## src/rtl/sram_arb_ctrl.sv

```systemverilog
// Two-port arbiter and strobe sequencer for the iceFUN external 16-bit async SRAM/PSRAM.
// Define SRAM_ARB_RR_EN for round-robin arbitration; otherwise port A has fixed priority.
module sram_arb_ctrl #(
    parameter int ADDR_W      = 22,
    parameter int DATA_W      = 16,
    parameter int WAIT_CYCLES = 2
) (
    input  logic              clk,
    input  logic              rst_n,

    input  logic              a_req,
    input  logic              a_wr,
    input  logic [ADDR_W-1:0] a_addr,
    input  logic [DATA_W-1:0] a_wdata,
    input  logic [1:0]        a_be,
    output logic              a_done,
    output logic [DATA_W-1:0] a_rdata,

    input  logic              b_req,
    input  logic              b_wr,
    input  logic [ADDR_W-1:0] b_addr,
    input  logic [DATA_W-1:0] b_wdata,
    input  logic [1:0]        b_be,
    output logic              b_done,
    output logic [DATA_W-1:0] b_rdata,

    output logic              mem_ce_n,
    output logic              mem_ce2,
    output logic              mem_we_n,
    output logic              mem_oe_n,
    output logic              mem_lb_n,
    output logic              mem_ub_n,
    output logic [ADDR_W-1:0] mem_addr,
    output logic [DATA_W-1:0] mem_wdata,
    output logic              mem_dq_oe,
    input  logic [DATA_W-1:0] mem_rdata
);

    typedef enum logic [1:0] {IDLE, SETUP, ACCESS, HOLD} state_t;

    state_t     state;
    logic [3:0] wait_cnt;
    logic       sel_b;
    logic       lat_wr;
    logic       grant_b;

`ifdef SRAM_ARB_RR_EN
    // last_b = 1 means port B held the previous grant, so A wins the next tie.
    logic last_b;

    assign grant_b = b_req & (~a_req | ~last_b);

    always_ff @(posedge clk or negedge rst_n) begin
        if (!rst_n) begin
            last_b <= 1'b1;
        end else if (state == IDLE && (a_req || b_req)) begin
            last_b <= grant_b;
        end
    end
`else
    assign grant_b = b_req & ~a_req;
`endif

    always_ff @(posedge clk or negedge rst_n) begin
        if (!rst_n) begin
            state     <= IDLE;
            wait_cnt  <= 4'd0;
            sel_b     <= 1'b0;
            lat_wr    <= 1'b0;
            mem_ce_n  <= 1'b1;
            mem_ce2   <= 1'b0;
            mem_we_n  <= 1'b1;
            mem_oe_n  <= 1'b1;
            mem_lb_n  <= 1'b1;
            mem_ub_n  <= 1'b1;
            mem_addr  <= '0;
            mem_wdata <= '0;
            mem_dq_oe <= 1'b0;
            a_done    <= 1'b0;
            b_done    <= 1'b0;
            a_rdata   <= '0;
            b_rdata   <= '0;
        end else begin
            a_done <= 1'b0;
            b_done <= 1'b0;
            case (state)
                IDLE: begin
                    if (a_req || b_req) begin
                        sel_b                <= grant_b;
                        lat_wr               <= grant_b ? b_wr : a_wr;
                        mem_addr             <= grant_b ? b_addr : a_addr;
                        mem_wdata            <= grant_b ? b_wdata : a_wdata;
                        {mem_ub_n, mem_lb_n} <= ~(grant_b ? b_be : a_be);
                        mem_dq_oe            <= grant_b ? b_wr : a_wr;
                        mem_ce_n             <= 1'b0;
                        mem_ce2              <= 1'b1;
                        state                <= SETUP;
                    end
                end
                SETUP: begin
                    wait_cnt <= 4'(WAIT_CYCLES);
                    mem_we_n <= ~lat_wr;
                    mem_oe_n <= lat_wr;
                    state    <= ACCESS;
                end
                ACCESS: begin
                    // Read data is sampled on the last strobe cycle, while oe_n is still low.
                    if (wait_cnt == 4'd1) begin
                        mem_we_n <= 1'b1;
                        mem_oe_n <= 1'b1;
                        if (sel_b) begin
                            b_done <= 1'b1;
                            if (!lat_wr) b_rdata <= mem_rdata;
                        end else begin
                            a_done <= 1'b1;
                            if (!lat_wr) a_rdata <= mem_rdata;
                        end
                        state <= HOLD;
                    end else begin
                        wait_cnt <= wait_cnt - 4'd1;
                    end
                end
                HOLD: begin
                    mem_ce_n  <= 1'b1;
                    mem_ce2   <= 1'b0;
                    mem_lb_n  <= 1'b1;
                    mem_ub_n  <= 1'b1;
                    mem_dq_oe <= 1'b0;
                    state     <= IDLE;
                end
                default: state <= IDLE;
            endcase
        end
    end

endmodule

```

## config.mk

```make
export PLATFORM = sky130hd
export DESIGN_NAME = sram_arb_ctrl
export DESIGN_NICKNAME = d
export VERILOG_FILES = /design/src/rtl/sram_arb_ctrl.sv
export SDC_FILE = /design/constraint.sdc
export NUM_CORES = 1
export LEC_CHECK = 0
export ABC_CLOCK_PERIOD_IN_PS = 3450
export BUFFER_PORTS_ARGS = -buffer_cell sky130_fd_sc_hd__buf_4
export CAP_MARGIN = 10
export CORE_UTILIZATION = 50
export CTS_CLUSTER_DIAMETER = 40
export DETAILED_ROUTE_END_ITERATION = 8
export GPL_ROUTABILITY_DRIVEN = 0
export GPL_TIMING_DRIVEN = 0
export MAX_ROUTING_LAYER = met4
export PLACE_DENSITY = 0.85
export SLEW_MARGIN = 20
export SYNTH_ARGS = -nofsm -noshare
export SYNTH_HDL_FRONTEND = slang
export SYNTH_SLANG_ARGS = --single-unit
```

## constraint.sdc

```tcl
create_clock -name clk -period 3.45 [get_ports clk]
set_input_delay 0.69 -clock clk [delete_from_list [all_inputs] [get_ports clk]]
set_output_delay 0.69 -clock clk [all_outputs]
set_load 0.005 [all_outputs]
```

==> Yosys cells after proc, flatten, opt, wreduce, memory -nomap -nowiden <==
Index checks and enable logic that the tools add are counted.
{ "totals": {"ff_bits": 87, "inputBits": 102, "output_inout_bits": 79, "wordCells": 69} }
{ "classes": {"add_sub_neg": 1, "eq_ne": 7, "mux": 28, "n_bitwise": 5, "n_reduce_logical": 11} }
{ "op_table": {"columns": ["op", "count"], "rows": [
  ["22-bit two-way mux", 1],
  ["16-bit two-way mux", 1],
  ["1-bit case mux with 2 select lines", 7],
  ["1-bit two-way mux", 13],
  ["2-bit AND reduction", 5],
  ["2-bit case mux with 4 select lines", 1],
  ["4-bit case mux with 2 select lines", 1],
  ["4-bit AND reduction", 2],
  ["2-bit two-way mux", 3],
  ["2-bit != test, second input constant", 3],
  ["2-bit == test, second input constant", 2],
  ["4-bit by 1-bit == test with 1-bit output, second input constant", 1],
  ["4-bit two-way mux", 1],
  ["2-bit nonzero test", 2],
  ["4-bit by 1-bit subtractor with 4-bit output, second input constant", 1],
  ["1-bit NOT", 3],
  ["2-bit by 1-bit == test with 1-bit output, second input constant", 1],
  ["2-bit zero test", 1],
  ["2-bit NOT", 1],
  ["1-bit bitwise AND", 1],
  ["1-bit logical OR", 1]
]} }

==> Depth between registers and ports, before layout <==
Gate-level depths: netlist of the first run.
{ "depth": {"word_depth": 6, "mapped_depth": 7, "ltp_nobuf": 5} }

==> Least setup slack after synthesis of the first run <==
No wires, ideal clock.
{ "synth_path": {"kind": "register to register", "start": "register state[0]", "end": "register b_rdata[10]", "setup_time_ps": 125, "t_arrival_ps": 1609, "t_required_ps": 3325, "path_slack_ps": 1716, "path_stages_with_launch": 8, "path_buffers": 2, "synth_period_minus_slack_ps": 1734, "path_cell_list": "dfrtp_1 inv_1 ha_1 buf_4 and4bb_4 nand3b_4 buf_6 mux2_4"} }
{ "synth_between": {"elab_chain_cells": 2} }
{ "synth_lines": {"columns": ["item", "line_no", "text"], "rows": [
  ["start, declared", "41", "state_t state;"],
  ["start signal, assigned", "66", "state <= IDLE;"],
  ["start signal, assigned", "97", "state <= SETUP;"],
  ["start signal, assigned", "104", "state <= ACCESS;"],
  ["2-bit == test", "86", "case (state)"],
  ["4-bit AND reduction (no line)", null, null],
  ["end signal, assigned", "113", "if (!lat_wr) b_rdata <= mem_rdata;"],
  ["end, declared", "25", "output logic [DATA_W-1:0] b_rdata,"]
]} }
No other way between the ends.
A chain may end at the register's enable or synchronous reset.

==> Worst setup path after layout of the first run <==
{ "layout_path": {"start": "register wait_cnt[1]", "end": "register state[1]"} }
{ "layout_between": {"elab_chain_cells": 3} }
{ "layout_lines": {"columns": ["item", "line_no", "text"], "rows": [
  ["start, declared", "42", "logic [3:0] wait_cnt;"],
  ["start signal, assigned", "101", "wait_cnt <= 4'(WAIT_CYCLES);"],
  ["start signal, assigned", "120", "wait_cnt <= wait_cnt - 4'd1;"],
  ["4-bit by 1-bit == test with 1-bit output", "108", "if (wait_cnt == 4'd1) begin"],
  ["2-bit != test (no line)", null, null],
  ["2-bit AND reduction (no line)", null, null],
  ["end signal, assigned", "104", null],
  ["end signal, assigned", "118", "state <= HOLD;"],
  ["end signal, assigned", "129", "state <= IDLE;"]
]} }
No other way between the ends.

==> impl_metrics.prom, run 1 <==
# TYPE chip_impl_metric gauge
chip_impl_info{name="final_cell_mix",value="184 x sky130_fd_sc_hd__buf_4, 82 x sky130_fd_sc_hd__dfrtp_1, 44 x sky130_fd_sc_hd__o21ai_0"} 1
chip_impl_metric{name="detail_route.iter0.violations",unit=""} 111
chip_impl_metric{name="globalRouteOverflowTotal",unit=""} 0
chip_impl_metric{name="grt_max_degree",unit=""} 88
chip_impl_metric{name="die_outline_height",unit="um"} 89.57
chip_impl_metric{name="floorplan.core_area",unit="um2"} 7331
chip_impl_metric{name="post_synth_instance_area",unit="um2"} 3834
chip_impl_metric{name="cts.sink_count",unit=""} 87
chip_impl_metric{name="max-clock-path-buffers",unit=""} 2
chip_impl_metric{name="share_of_final_layout_standard_cells_stronger_than_drive_strength_1",unit="%"} 48.81
chip_impl_metric{name="layout_min_cycle_time",unit="ns"} 1.914
chip_impl_metric{name="power.density_cell_area",unit="nW/um2"} 791.3
chip_impl_metric{name="die_width",unit="um"} 89.57
chip_impl_metric{name="ff_latch_count_synth",unit=""} 87
chip_impl_metric{name="initial_core_util",unit="%"} 52.30
chip_impl_info{name="tritoncts",value="done"} 1
chip_impl_metric{name="post_cts_resized",unit=""} 0
chip_impl_metric{name="placed_cells",unit=""} 589
chip_impl_metric{name="clk_pin_slew_worst_paths",unit="ns"} 0.09
chip_impl_metric{name="post_synthesis_to_final_layout_area_growth",unit="%"} 43.70
chip_impl_info{name="synth_ff_type",value="sky130_fd_sc_hd__dfrtp_1"} 1
chip_impl_info{name="most_common_cell_after_layout_fill_and_taps_aside",value="sky130_fd_sc_hd__buf_4"} 1
chip_impl_metric{name="fillers",unit=""} 536
chip_impl_info{name="rsz0062_at_grt",value="false"} 1
chip_impl_metric{name="synth_area_per_cell",unit="um2"} 12.37
chip_impl_metric{name="async_set_or_reset_flop_fraction_in_the_synthesized_netlist",unit="%"} 100.0
chip_impl_metric{name="critical_path.max_fanout",unit=""} 3
chip_impl_metric{name="p_switching",unit="W"} 0.001431
chip_impl_metric{name="clock_insertion_delay_worst_skew",unit="ns"} 0.35
chip_impl_info{name="worstSetupEndpointType",value="flip-flop"} 1
chip_impl_metric{name="power.combinational.fraction",unit="%"} 41.9
chip_impl_metric{name="synth_warnings",unit=""} 0
chip_impl_metric{name="postRouteWirelength",unit="mm"} 9.134
chip_impl_metric{name="drtAntennaViolNets",unit=""} 0
chip_impl_metric{name="number_of_enable_type_register_cells_in_the_synthesized_netlist",unit=""} 0
chip_impl_metric{name="worst_max_slew_pin_slew",unit="ns"} 0.7581
chip_impl_metric{name="cellInternalPower",unit="W"} 0.002928
chip_impl_info{name="ctsRootBufferMaster",value="sky130_fd_sc_hd__clkbuf_8"} 1
chip_impl_metric{name="maxCapViolCount",unit=""} 0
chip_impl_metric{name="maxClockFrequency",unit="MHz"} 522.6
chip_impl_metric{name="ios",unit=""} 181
chip_impl_metric{name="dp_hpwl",unit="mm"} 7.036
chip_impl_info{name="worstSetupStartpointType",value="flip-flop"} 1
chip_impl_metric{name="total_leakage_power",unit="nW"} 2.764
chip_impl_info{name="outcome",value="complete, no violations"} 1
chip_impl_metric{name="cts-hold-fix-buffers",unit=""} 0
chip_impl_metric{name="p_clk_share",unit="%"} 16.0
chip_impl_metric{name="drc_errors",unit=""} 0
chip_impl_metric{name="wl_per_cell",unit="um"} 15.10
chip_impl_metric{name="port_buffers",unit=""} 180
chip_impl_metric{name="totalNegativeSetupSlack",unit="ns"} 0
chip_impl_metric{name="worst_ep_arrival_time",unit="ns"} 2.14
chip_impl_metric{name="synth.net_count",unit=""} 418
chip_impl_metric{name="site_row_count",unit=""} 31
chip_impl_metric{name="detailroute.via_count",unit=""} 3070
chip_impl_metric{name="cts_made_buffers",unit=""} 9
chip_impl_info{name="hold_class",value="primary input to async pin"} 1
chip_impl_metric{name="grt_pass1_wl",unit="mm"} 13.97
chip_impl_metric{name="post-synth-top-area-fraction",unit="%"} 53.52
chip_impl_metric{name="final-instance-count-excl-fill",unit=""} 605
chip_impl_metric{name="postSynthCellCount",unit=""} 310
chip_impl_metric{name="drtPass1Iterations",unit=""} 4
chip_impl_metric{name="final-setup-viol-count",unit=""} 0
chip_impl_info{name="post-synth-top-area-cell",value="sky130_fd_sc_hd__dfrtp_1"} 1
chip_impl_metric{name="synth_cell_type_count",unit=""} 33
chip_impl_metric{name="via_per_inst",unit=""} 5.074
chip_impl_metric{name="skew",unit="ns"} 0.01266
chip_impl_metric{name="antenna_found_initial",unit=""} 0
chip_impl_metric{name="finalNetCount",unit=""} 609
chip_impl_metric{name="htree_levels",unit=""} 3
chip_impl_metric{name="post-cts-setup-buffer-count",unit=""} 0
chip_impl_metric{name="grt_use_total",unit="%"} 23.78
chip_impl_metric{name="ir_worst_vdd",unit="mV"} 0.3000
chip_impl_info{name="synth_top_cells_by_area",value="sky130_fd_sc_hd__dfrtp_1 54%, sky130_fd_sc_hd__mux2i_1 11%, sky130_fd_sc_hd__mux2_2 6.8%"} 1
chip_impl_metric{name="synth_seq_area_share",unit="%"} 56.95
chip_impl_metric{name="switching_share",unit="%"} 32.83
chip_impl_metric{name="final_hold_viol_count",unit=""} 0
chip_impl_metric{name="die_area",unit="um2"} 8022
chip_impl_metric{name="timing.final.max_slew_violations",unit=""} 0
chip_impl_metric{name="share_seq_of_total_power",unit="%"} 42.1
chip_impl_metric{name="timing.max_slew.rel_slack",unit="%"} 49.46
chip_impl_metric{name="grt_pass1_vias",unit=""} 3023
chip_impl_metric{name="timing.critical_path.required",unit="ns"} 3.68
chip_impl_metric{name="insertedDiodeCount",unit=""} 0
chip_impl_info{name="criticalPathCategory",value="flip-flop to flip-flop"} 1
chip_impl_metric{name="period_share",unit="%"} 55.46
==> critical path, cell delays in order, from the launching register on <==
cell and delay (ns):
sky130_fd_sc_hd__dfrtp_1 0.40, sky130_fd_sc_hd__inv_1 0.11, sky130_fd_sc_hd__ha_1 0.19, sky130_fd_sc_hd__or3b_2 0.49, sky130_fd_sc_hd__a21oi_1 0.25, sky130_fd_sc_hd__mux2_2 0.36
==> per-stage QoR <==
stage | worst slack [ns] | hold slack [ns] | util, % | cell area [um2] | total power [W]
3_3_place_gp | 1.488 | 0.4636 | 72.42 | 5309 | 0.003598
2_1_floorplan | 1.716 | 0.3944 | - | 3834 | 0.002638
4_1_cts | 1.533 | 0.4910 | 75.10 | 5505 | 0.004408
6_report | 1.536 | 0.3902 | 75.15 | 5509 | 0.004359
5_1_grt | 1.428 | 0.4491 | 75.15 | 5509 | 0.004703
3_5_place_dp | 1.473 | 0.4722 | 72.42 | 5309 | 0.003700
==> cell usage after synthesis (2+ instances only) <==
| master | count |
|---|---|
| sky130_fd_sc_hd__buf_2 | 2 |
| sky130_fd_sc_hd__nor2_1 | 5 |
| sky130_fd_sc_hd__buf_6 | 2 |
| sky130_fd_sc_hd__o22a_1 | 2 |
| sky130_fd_sc_hd__clkbuf_1 | 7 |
| sky130_fd_sc_hd__ha_1 | 6 |
| sky130_fd_sc_hd__nor2b_1 | 4 |
| sky130_fd_sc_hd__mux2_4 | 10 |
| sky130_fd_sc_hd__dfrtp_1 | 82 |
| sky130_fd_sc_hd__nand2b_1 | 3 |
| sky130_fd_sc_hd__mux2_2 | 23 |
| sky130_fd_sc_hd__nand2_1 | 42 |
| sky130_fd_sc_hd__o32a_1 | 2 |
| sky130_fd_sc_hd__dfstp_2 | 5 |
| sky130_fd_sc_hd__a21oi_1 | 5 |
| sky130_fd_sc_hd__inv_1 | 4 |
| sky130_fd_sc_hd__o21ai_0 | 44 |
| sky130_fd_sc_hd__buf_4 | 5 |
| sky130_fd_sc_hd__mux2i_1 | 43 |
==> layer usage <==
| layer | vias up | global-route usage [%] | share of wire, % | wire length [um] |
|---|---|---|---|---|
| met5 | - | - | 0 | 0 |
| met4 | 0 | 7.792 | 1.5 | 133 |
| met3 | 12 | 5.540 | 6.6 | 603 |
| met2 | 123 | 41.39 | 52 | 4746 |
| met1 | 1475 | 26.93 | 40 | 3650 |
| li1 | 1460 | - | - | - |
==> cell families (layout without fill, tap and decap cells) <==
| group | Yosys count | in the layout | synth area share (%) |
|---|---|---|---|
| AO/OA/AOI/OAI | 57 | 57 | 8.029 |
| adder cells (fa/ha/maj) | 6 | 6 | 1.958 |
| buffers and inverters | 21 | 217 | 3.003 |
| flip-flops | 87 | 87 | 56.95 |
| multiplexers | 76 | 76 | 21.90 |
| AND/OR/NAND/NOR | 63 | 63 | 8.160 |
==> sequential cells by signal, indices dropped and copies added (netlist names) <==
name,flops
state,2
mem_dq_oe,1
mem_ce_n,1
mem_ce2,1
a_done,1
wait_cnt,4
mem_lb_n,1
mem_we_n,1
mem_oe_n,1
a_rdata,16
mem_wdata,16
mem_ub_n,1
b_done,1
b_rdata,16
mem_addr,22
lat_wr,1
sel_b,1
==> power groups by stage <==
| stage | combinational [W] | clock [W] | sequential, W |
|---|---|---|---|
| 3_3_place_gp | 0.00178 | 0 | 0.00182 |
| 3_5_place_dp | 0.00185 | 0 | 0.00185 |
| 2_1_floorplan | 0.000798 | 0 | 0.00184 |
| 5_1_grt | 0.00204 | 0.000767 | 0.00190 |
| 6_report | 0.00183 | 0.000698 | 0.00184 |
| 4_1_cts | 0.00186 | 0.000717 | 0.00184 |
==> cell type report <==
type / instances / area, um2 / area share [%]
clock inverters: 7 / 72.57 / 1.317
well taps: 99 / 123.9 / 2.248
plain buffers: 17 / 100.1 / 1.817
repair buffers: 180 / 1355 / 24.60
clock buffers: 9 / 123.9 / 2.248
multi-input cells: 202 / 1535 / 27.87
inverters: 4 / 15.01 / 0.2725
flip-flops and latches: 87 / 2183 / 39.63
==> path summary, 6_finish.rpt <==
path	start	end	slack (ns)	depth (start not counted)
setup / recovery	wait_cnt[1]	state[1]	1.54	5
hold / removal	rst_n	b_rdata[3]	0.39	1
setup reg to reg	wait_cnt[1]	state[1]	1.54	5
hold reg to reg	mem_addr[14]	mem_addr[14]	0.48	2
max in group asynchronous	rst_n	mem_wdata[5]	2.54	1
min in group clk	mem_addr[14]	mem_addr[14]	0.48	2
(Power assumes the default switching activity.)
==> inputs of run 2 (changes only) <==
--- a/config.mk
+++ b/config.mk
@@ -5,16 +5,16 @@
 export SDC_FILE = /design/constraint.sdc
 export NUM_CORES = 1
 export LEC_CHECK = 0
-export ABC_CLOCK_PERIOD_IN_PS = 3450
+export ABC_CLOCK_PERIOD_IN_PS = 1700
 export BUFFER_PORTS_ARGS = -buffer_cell sky130_fd_sc_hd__buf_4
 export CAP_MARGIN = 10
-export CORE_UTILIZATION = 50
+export CORE_UTILIZATION = 42
 export CTS_CLUSTER_DIAMETER = 40
 export DETAILED_ROUTE_END_ITERATION = 8
 export GPL_ROUTABILITY_DRIVEN = 0
 export GPL_TIMING_DRIVEN = 0
 export MAX_ROUTING_LAYER = met4
-export PLACE_DENSITY = 0.85
+export PLACE_DENSITY = 0.76
 export SLEW_MARGIN = 20
 export SYNTH_ARGS = -nofsm -noshare
 export SYNTH_HDL_FRONTEND = slang
==> constraint.sdc (replaced) <==
create_clock -name clk -period 1.7 [get_ports clk]
set_input_delay 0.34 -clock clk [delete_from_list [all_inputs] [get_ports clk]]
set_output_delay 0.34 -clock clk [all_outputs]
set_load 0.005 [all_outputs]
==> impl_metrics.prom, run 2 (synthesis results as in run 1) <==
# TYPE chip_impl_metric gauge
chip_impl_metric{name="globalRouteOverflowTotal",unit=""} 0
chip_impl_metric{name="report.power.total",unit="W"} 0.009389
chip_impl_metric{name="site_row_count",unit=""} 34
chip_impl_info{name="final_cell_mix",value="190 x sky130_fd_sc_hd__buf_4, 80 x sky130_fd_sc_hd__dfrtp_1, 44 x sky130_fd_sc_hd__o21ai_0"} 1
chip_impl_metric{name="worst_max_slew_pin_slew",unit="ns"} 0.7782
chip_impl_metric{name="die_area",unit="um2"} 9514
chip_impl_metric{name="power.density_cell_area",unit="nW/um2"} 1638
chip_impl_metric{name="detailroute.via_count",unit=""} 3083
chip_impl_metric{name="final-setup-viol-count",unit=""} 0
chip_impl_info{name="worstSetupStartpointType",value="flip-flop"} 1
chip_impl_info{name="last_element_of_the_critical_path",value="b_rdata[13]"} 1
chip_impl_info{name="most_common_cell_after_layout_fill_and_taps_aside",value="sky130_fd_sc_hd__buf_4"} 1
chip_impl_metric{name="p_switching",unit="W"} 0.002974
chip_impl_metric{name="drt-met1-wl",unit="mm"} 4.077
chip_impl_metric{name="critical-path-max-stage-delay",unit="ns"} 0.41
chip_impl_metric{name="timing.max_slew.rel_slack",unit="%"} 48.12
chip_impl_info{name="rsz0062_at_grt",value="true"} 1
chip_impl_metric{name="p_clk_share",unit="%"} 18.6
chip_impl_metric{name="total_leakage_power",unit="nW"} 2.869
chip_impl_metric{name="skew",unit="ns"} 0.01188
chip_impl_metric{name="period_share",unit="%"} 98.85
chip_impl_metric{name="ir_worst_vdd",unit="mV"} 0.5855
chip_impl_metric{name="met3_wl",unit="um"} 471
chip_impl_metric{name="pre_cts_ws",unit="ns"} -0.1914
chip_impl_metric{name="postRouteWirelength",unit="mm"} 9.464
chip_impl_info{name="ctsRootBufferMaster",value="sky130_fd_sc_hd__clkbuf_8"} 1
chip_impl_metric{name="critical_path.max_fanout",unit=""} 5
chip_impl_metric{name="power.combinational.fraction",unit="%"} 41.5
chip_impl_metric{name="finalNetCount",unit=""} 616
chip_impl_metric{name="htree_levels",unit=""} 3
chip_impl_metric{name="detail_route.iter0.violations",unit=""} 96
chip_impl_metric{name="multiInputGateArea",unit="um2"} 1585
chip_impl_metric{name="cts_made_buffers",unit=""} 9
chip_impl_info{name="origin_of_the_worst_setup_path",value="wait_cnt[1]"} 1
chip_impl_metric{name="die_width",unit="um"} 97.54
chip_impl_metric{name="ff_latch_area",unit="um2"} 2186
chip_impl_metric{name="port_buffers",unit=""} 180
chip_impl_metric{name="grt_pass1_vias",unit=""} 3217
chip_impl_info{name="r2r-start",value="wait_cnt[1]"} 1
chip_impl_info{name="worstSetupEndpointType",value="flip-flop"} 1
chip_impl_metric{name="maxClockFrequency",unit="MHz"} 595.1
chip_impl_info{name="criticalPathCategory",value="flip-flop to flip-flop"} 1
chip_impl_metric{name="switching_share",unit="%"} 31.68
chip_impl_metric{name="timing.final.ws_setup",unit="ns"} 0.01948
chip_impl_info{name="outcome",value="complete, no violations"} 1
chip_impl_metric{name="final.hold.worst_slack",unit="ns"} 0.03080
chip_impl_metric{name="drtPass1Iterations",unit=""} 6
chip_impl_metric{name="cellInternalPower",unit="W"} 0.006415
chip_impl_metric{name="timing.critical_path.required",unit="ns"} 1.93
chip_impl_info{name="hold_class",value="primary input to async pin"} 1
chip_impl_metric{name="antenna_found_initial",unit=""} 0
chip_impl_metric{name="initial_core_util",unit="%"} 43.75
chip_impl_metric{name="fillers",unit=""} 694
chip_impl_metric{name="insertedDiodeCount",unit=""} 0
chip_impl_metric{name="drc_errors",unit=""} 0
chip_impl_metric{name="drtAntennaViolNets",unit=""} 0
chip_impl_metric{name="clock_insertion_delay_worst_skew",unit="ns"} 0.34
chip_impl_metric{name="ios",unit=""} 181
chip_impl_metric{name="die_outline_height",unit="um"} 97.54
chip_impl_metric{name="cts.sink_count",unit=""} 87
chip_impl_info{name="max_flop_register",value="mem_addr"} 1
chip_impl_metric{name="worst_ep_arrival_time",unit="ns"} 1.91
chip_impl_metric{name="share_seq_of_total_power",unit="%"} 39.9
chip_impl_metric{name="reg2reg_slack",unit="ns"} 0.02
chip_impl_info{name="rr_endpoint",value="b_rdata[13]"} 1
chip_impl_metric{name="grt_use_total",unit="%"} 20.88
chip_impl_info{name="critical_path.cell_chain",value="inv_2 -> ha_4 -> and4bb_4 -> nand3b_4 -> clkbuf_16 -> mux2_4"} 1
chip_impl_metric{name="dp_hpwl",unit="mm"} 7.059
chip_impl_info{name="crit_path_top_delay_cell",value="sky130_fd_sc_hd__dfrtp_1"} 1
chip_impl_metric{name="clk_pin_slew_worst_paths",unit="ns"} 0.09
chip_impl_metric{name="share_of_final_layout_standard_cells_stronger_than_drive_strength_1",unit="%"} 52.63
chip_impl_metric{name="totalNegativeSetupSlack",unit="ns"} 0
chip_impl_metric{name="met2_wirelength",unit="mm"} 4.832
chip_impl_metric{name="final_hold_viol_count",unit=""} 0
chip_impl_metric{name="floorplan.core_area",unit="um2"} 8763
chip_impl_metric{name="wl_per_cell",unit="um"} 15.24
chip_impl_metric{name="maxCapViolCount",unit=""} 0
chip_impl_metric{name="max-clock-path-buffers",unit=""} 2
chip_impl_metric{name="timing.final.max_slew_violations",unit=""} 0
chip_impl_metric{name="post_synthesis_to_final_layout_area_growth",unit="%"} 49.48
chip_impl_metric{name="grt_pass1_wl",unit="mm"} 15.48
chip_impl_metric{name="largest_register_ffs",unit=""} 22
chip_impl_info{name="maxUsedRoutingLayer",value="met4"} 1
chip_impl_info{name="tritoncts",value="done"} 1
chip_impl_metric{name="grt_max_degree",unit=""} 88
chip_impl_metric{name="timing.reg2reg.worst_path_depth",unit=""} 6
chip_impl_metric{name="via_per_inst",unit=""} 4.965
chip_impl_metric{name="layout_min_cycle_time",unit="ns"} 1.681
[run 2: through the flow]
stage | std cells | utilization (%) | area (um2)
after floorplan | 310 | - | 3834
after global placement | 598 | 60.71 | 5320
after detailed placement | 598 | 60.71 | 5320
after CTS | 621 | 64.69 | 5669
after global routing | 621 | 65.39 | 5731
final | 621 | 65.39 | 5731
[run 2: worst min-delay path by stage]
stage,from,to,depth (start not counted)
after floorplan,rst_n,a_done,0
after detailed placement,mem_wdata[15],mem_wdata[15],2
after CTS,a_req,sel_b,2
final,rst_n,b_rdata[1],1
after global placement,mem_addr[19],mem_addr[19],2
after global routing,rst_n,b_rdata[15],1
[run 2: final cells by class]
type / instances / share of cell area (%)
plain buffers: 16 / 2.162
clock buffers: 9 / 2.162
inverters: 4 / 0.2620
clock inverters: 7 / 2.183
well taps: 108 / 2.358
flip-flops and latches: 87 / 38.14
multi-input cells: 202 / 27.66
repair buffers: 188 / 25.07
[run 2: power by group through the flow]
stage | Sequential, W | Combinational (W) | Clock, W
finish | 0.00374 | 0.00390 | 0.00175
global placement | 0.00368 | 0.00363 | 0
CTS | 0.00371 | 0.00390 | 0.00180
floorplan | 0.00373 | 0.00162 | 0
global route | 0.00387 | 0.00430 | 0.00188
detailed placement | 0.00374 | 0.00375 | 0
[run 2: critical path, delay by kind of cell, from the launching register on]
family / cells / cell delay, ns
buf+inv: 2 / 0.30
flops: 1 / 0.41
simple gates: 2 / 0.43
mux: 1 / 0.29
fa+ha+maj: 1 / 0.14
[run 2: per-layer routing]
metal / vias up / track usage (%)
met1: 1473 / 26.90
met5: - / -
met2: 126 / 34.59
met4: 0 / 5.543
met3: 8 / 3.094
li1: 1476 / -
[run 2: repair_timing]
action / 4_1_cts / 5_1_grt
pin swaps: 1 / 3
hold endpoints to repair: 0 / 0
gates resized for setup: 17 / 18
setup buffers: 7 / 0
cloned: 0 / 1
hold buffers: 0 / 0
setup endpoints to repair: 63 / 69
